==> config.mk <==
export PLATFORM = sky130hd
export DESIGN_NAME = fetch_pc
export DESIGN_NICKNAME = d
export VERILOG_FILES = /design/src/rtl/pico_pkg.sv /design/src/rtl/fetch_perf.sv /design/src/rtl/fetch_pc.sv
export SDC_FILE = /design/constraint.sdc
export NUM_CORES = 1
export LEC_CHECK = 0
export BUFFER_PORTS_ARGS = -buffer_cell sky130_fd_sc_hd__buf_2
export CORE_ASPECT_RATIO = 1.25
export CORE_MARGIN = 5
export CORE_UTILIZATION = 52
export DETAILED_ROUTE_END_ITERATION = 8
export HOLD_SLACK_MARGIN = 0.08
export PLACE_DENSITY_LB_ADDON = 0.25
export SETUP_SLACK_MARGIN = 0.1
export SLEW_MARGIN = 20
export SYNTH_ARGS = -nofsm -noshare
export SYNTH_HDL_FRONTEND = slang
export SYNTH_HIERARCHICAL = 1
export SYNTH_SLANG_ARGS = --single-unit
==> constraint.sdc <==
create_clock -name clk -period 6.5 [get_ports clk]
set_input_delay 0.975 -clock clk [delete_from_list [all_inputs] [get_ports clk]]
set_output_delay 0.975 -clock clk [all_outputs]
set_load 0.05 [all_outputs]
==> src/rtl/pico_pkg.sv <==
// rtl/pico_pkg.sv - shared picoMIPS sizes and fetch state encoding
package pico_pkg;

  localparam int PSIZE = 5;   // program counter / program memory address width
  localparam int ISIZE = 15;  // instruction word width
  localparam int PLAST = 21;  // last legal program memory address

  typedef enum logic [1:0] {
    RUN,
    WAIT,
    HALT
  } fetch_state_t;

endpackage

==> src/rtl/fetch_perf.sv <==
// rtl/fetch_perf.sv - saturating retired-instruction counter
//
// Purpose: counts retire events for the fetch stage; sticks at 16'hFFFF.
// Ports:
//   clk    - system clock, rising edge
//   reset  - synchronous, active-high; clears the count
//   inc    - one retire event this cycle
//   count  - current retired-instruction count
module fetch_perf (
  input  logic        clk,
  input  logic        reset,
  input  logic        inc,
  output logic [15:0] count
);

  logic [15:0] count_q;

  always_ff @(posedge clk) begin
    if (reset) begin
      count_q <= 16'd0;
    end else if (inc && (count_q != 16'hFFFF)) begin
      count_q <= count_q + 16'd1;
    end
  end

  assign count = count_q;

endmodule

==> src/rtl/fetch_pc.sv <==
// rtl/fetch_pc.sv - program counter and fetch sequencing for picoMIPS
//
// Purpose: drives the program memory address and sequences execution with
// increment, absolute/relative branch, stall, wait-for-go and halt.
// Optional feature macro: FETCH_PERF_EN (adds the saturating retire counter;
// without it `retired` is tied to zero and the port list is unchanged).
// Ports:
//   clk       - system clock, rising edge
//   reset     - synchronous, active-high
//   stall     - hold PC this cycle, no retire
//   br_abs    - absolute branch to br_addr (wins over br_rel)
//   br_rel    - relative branch by signed br_addr
//   br_addr   - absolute target or two's-complement offset
//   wait_req  - enter WAIT, PC holds
//   go        - release from WAIT
//   halt_req  - enter HALT
//   address   - current PC, drives program memory
//   waiting   - high in WAIT
//   halted    - high in HALT
//   err       - sticky illegal-branch-target flag
//   retired   - retired-instruction count
module fetch_pc
  import pico_pkg::*;
#(
  parameter int Psize = PSIZE,
  parameter int PLAST = pico_pkg::PLAST
) (
  input  logic             clk,
  input  logic             reset,
  input  logic             stall,
  input  logic             br_abs,
  input  logic             br_rel,
  input  logic [Psize-1:0] br_addr,
  input  logic             wait_req,
  input  logic             go,
  input  logic             halt_req,
  output logic [Psize-1:0] address,
  output logic             waiting,
  output logic             halted,
  output logic             err,
  output logic [15:0]      retired
);

  localparam logic [Psize-1:0] LAST_ADDR = Psize'(PLAST);

  fetch_state_t     state_q, state_d;
  logic [Psize-1:0] pc_q, pc_d;
  logic             err_q, err_d;
  logic             waiting_q, halted_q;

  logic [Psize-1:0] pc_inc;
  logic [Psize-1:0] br_target;
  logic             br_take;
  logic             br_bad;

  // Sequential increment wraps from the last word back to 0 without error.
  assign pc_inc    = (pc_q == LAST_ADDR) ? '0 : pc_q + Psize'(1);
  assign br_take   = br_abs | br_rel;
  // Relative add is naturally modulo 2^Psize; absolute wins when both set.
  assign br_target = br_abs ? br_addr : pc_q + br_addr;
  assign br_bad    = br_take && (br_target > LAST_ADDR);

  always_comb begin
    state_d = state_q;
    pc_d    = pc_q;
    err_d   = err_q;
    case (state_q)
      RUN: begin
        if (halt_req) begin
          state_d = HALT;
        end else if (stall) begin
          pc_d = pc_q;
        end else if (wait_req) begin
          state_d = WAIT;
        end else if (br_take) begin
          if (br_bad) begin
            err_d   = 1'b1;
            state_d = HALT;
          end else begin
            pc_d = br_target;
          end
        end else begin
          pc_d = pc_inc;
        end
      end
      WAIT: begin
        if (halt_req) begin
          state_d = HALT;
        end else if (go) begin
          pc_d    = pc_inc;
          state_d = RUN;
        end
      end
      HALT: begin
        state_d = HALT;
      end
      default: begin
        state_d = HALT;
      end
    endcase
  end

  always_ff @(posedge clk) begin
    if (reset) begin
      state_q   <= RUN;
      pc_q      <= '0;
      err_q     <= 1'b0;
      waiting_q <= 1'b0;
      halted_q  <= 1'b0;
    end else begin
      state_q   <= state_d;
      pc_q      <= pc_d;
      err_q     <= err_d;
      waiting_q <= (state_d == WAIT);
      halted_q  <= (state_d == HALT);
    end
  end

  assign address = pc_q;
  assign waiting = waiting_q;
  assign halted  = halted_q;
  assign err     = err_q;

`ifdef FETCH_PERF_EN
  // A RUN cycle retires unless it halts, stalls, or takes an illegal branch;
  // wait_req outranks the branch, so entering WAIT always retires.
  logic retire;
  assign retire = (state_q == RUN) && !halt_req && !stall && (wait_req || !br_bad);

  fetch_perf u_perf (
    .clk   (clk),
    .reset (reset),
    .inc   (retire),
    .count (retired)
  );
`else
  assign retired = 16'd0;
`endif

endmodule

==> key figures <==
STA
  – Max Clock Skew: 0.00585 ns
  – Final setup fails: 0
  – Fmax: 0.334 GHz
  – RSZ-0062 raised after global routing: no
  – Slew margin rel.: between 60 and 70%
  – Pins Over Slew Limit: 0
  – Min Tclk post-route: 2.99 ns
  – Least-Margin Pin Slew: 0.527 ns
  – Final-report hold violation count: 0
  – Final worst path period share: 46.1%
  – Post-Route Setup TNS: 0 ns

Job
  – MaxCap Viol Count: 0

Power
  – PwrDens: between 150 and 200 nW/um2
  – Lkg Pwr: 0.476 nW
  – Worst vdd rail ir drop: 0.000148 V

Worst setup path
  – Reg2reg start: address[0]
  – Req. time, crit path: 6.66 ns
  – Crit-path leading delay family: compound AO/OA/AOI/OAI gates
  – Flop-to-flop setup slack: 3.92 ns
  – CP peak stage delay: 0.43 ns
  – CP Capture Point: address[2]
  – Critical Path Start Type: input port
  – FF-to-FF End: address[2]
  – CP max-delay cell: fa_1
  – Crit-path max FO: 10
  – Reg2Reg Depth: 8
  – Stages on worst setup path: 9
  – Worst path bufs/invs: 1
  – CP startpoint: br_addr[0]
  – Critical path type: input port to register
  – Critical path cell sequence: buf_2 -> ha_1 -> fa_1 -> a21o_2 -> a221oi_1 -> a211oi_1 -> o31ai_4 -> nor3_1 -> a31o_1
  – Worst EP arrival: 3.15 ns
  – CP endpoint kind: register

Synth
  – EDFF count, synth: 0
  – Top cell type's share of synthesized area: 20.8%
  – Sequential share of the synthesized area: 20.8%
  – Avg Inst Size Synth: ~8.4 um2
  – Area leader, netlist: dfxtp_1
  – Yosys warns: 6
  – FFs w/ async S/R, synth: 0%
  – Most frequent cell after synthesis: buf_4
  – Post-synthesis cell count: approximately 110
  – Synth top area cells: dfxtp_1 21%, buf_4 13%, ha_1 7.8%
  – FF+latch count, synth: 10
  – Count of different cell masters after synthesis: 42
  – Most frequent cells after synthesis: 17 x buf_4, 10 x dfxtp_1, 9 x a21oi_1, 7 x inv_1
  – Cell Area, Synth: 961 um2
  – Top_reg_cell synth: dfxtp_1

Global routing
  – Global Route Usage Sum: 14.2%
  – Grt met2 use: 23.1%
  – GRT met1 Usage: ~17%
  – Gr ovfl total: 0
  – Met3 Use GR: 5.40%
  – Largest net degree at the start of global routing: 13
  – Number of global-route vias before repair: about 720
  – Most Used Layer, Global Route: met2
  – Initial antenna violation count: 0
  – First-pass GRT wire length: 3250 um

Die
  – DIE AREA: 2810 um2
  – Std-Cell Rows: 17
  – Initial core utilization: ~54%
  – DIE WIDTH: 48.5 um
  – IO Count: 37
  – DIE HEIGHT: roughly 58 um
  – Core area: roughly 1800 um2

CTS
  – CTS root buf: clkbuf_4
  – Hold buffer count at CTS: 0
  – TritonCTS clock tree: yes
  – Clock Path Buffers: 2
  – H-tree depth: 1
  – Clock Latency Late Sink: 0.27 ns
  – CTS buffer count: 3
  – PostCTS Resize Cnt: 0
  – Post-CTS setup buffers: 0
  – Clock Sinks: 10
  – Clock-pin slew on the worst setup and hold paths: 0.07 ns

Cells and area
  – Area grow syn2layout: 6.64%
  – Share of layout cells above drive strength 1: roughly a quarter
  – # diodes: 0
  – Layout Nets: 155
  – Filler Cell Count: 179
  – Final core utilization: about three fifths

Routing
  – # DRC: 0
  – Avg WL per Cell: about 13 um
  – Antenna viol nets, final: 0
  – Routed WL: roughly 2000 um
  – DR vias: around 830
  – Drt pass-1 iters: 4
  – Initial DRC Count: 21
  – DR vias/cell: roughly 5.4

Hold path
  – WHS Path Cells: 2
  – Worst min path class: register to register

Outcome
  – Status: completed

Placement
  – Port Buffers: 20
  – Post-DP HPWL: around 1600 um
  – GPL Wtd Cong: 0.838
-- placed cells by master (no fill, tap or decap), types with 3 or more instances in the layout --
| cell type | instances |
|---|---|
| buf_2 | 20 |
| conb_1 | 16 |
| dfxtp_1 | 10 |
| a21oi_1 | 9 |
| inv_1 | 7 |
| nand3_1 | 6 |
| ha_1 | 6 |
| nand2_1 | 5 |
| nor3_1 | 5 |
| o21ai_0 | 4 |
| o22ai_1 | 3 |
| nor2_1 | 3 |
| clkbuf_4 | 3 |
-- cell type report --
class	count	area, um2	area share [%]
inverters	7	26.3	2.56
repair buffers	20	100	9.77
multi-input cells	93	638	62.3
flip-flops and latches	10	200	19.5
clock buffers	4	36.3	3.54
well taps	19	23.8	2.32
-- report_power, final --
group / total, mW / switching, mW / internal (mW) / leakage [nW]
Combinational: 0.0652 / 0.0484 / 0.0168 / 0.374
Clock: 0.0553 / 0.0213 / 0.0340 / 0.0210
Sequential: 0.0671 / 0.00318 / 0.0639 / 0.0816
Total: 0.188 / 0.0729 / 0.115 / 0.476
-- metrics by stage --
stage | cells | power (mW) | area [um2] | hold WS (ns) | setup slack (ns)
after floorplan | 129 | 0.129 | 1020 | 0.489 | 3.60
after global placement | 149 | 0.132 | 988 | 0.451 | 3.36
after detailed placement | 149 | 0.133 | 988 | 0.455 | 3.28
after CTS | 153 | 0.190 | 1020 | 0.470 | 3.54
after global routing | 153 | 0.198 | 1020 | 0.506 | 3.35
final | 153 | 0.188 | 1020 | 0.461 | 3.51
-- cells by family after synthesis --
| kind of cell | synth area share, % |
|---|---|
| fa+ha+maj | 9.90 |
| flops | 20.8 |
| other cells | 0.390 |
| simple gates | 18.9 |
| compound gates | 26.6 |
| mux | 2.08 |
| xor+xnor | 2.73 |
| buf+inv | 18.6 |
-- how the worst min path moves through the flow --
stage	startpoint	end	slack, ns
final	err	err	0.46
after global routing	err	err	0.51
after CTS	err	err	0.47
after detailed placement	err	err	0.45
after global placement	err	err	0.45
after floorplan	state_q[1]	state_q[0]	0.49
-- registers in the layout, summed over array words and instances (netlist names) --
register / count
address: 5
waiting: 1
err: 1
halted: 1
state_q: 2
-- tightest hold or removal path, stage by stage (launching register included) --
cell and delay [ns]:
dfxtp_1 0.32, a31oi_1 0.04, nor2_1 0.07
-- per-layer routing --
metal / up-vias / share of wire (%)
met1: 380 / 42
met2: 13 / 52
met5: - / 0
met4: 0 / 1.1
li1: 429 / -
met3: 5 / 4.8
Power figures use the tool's default switching activity.
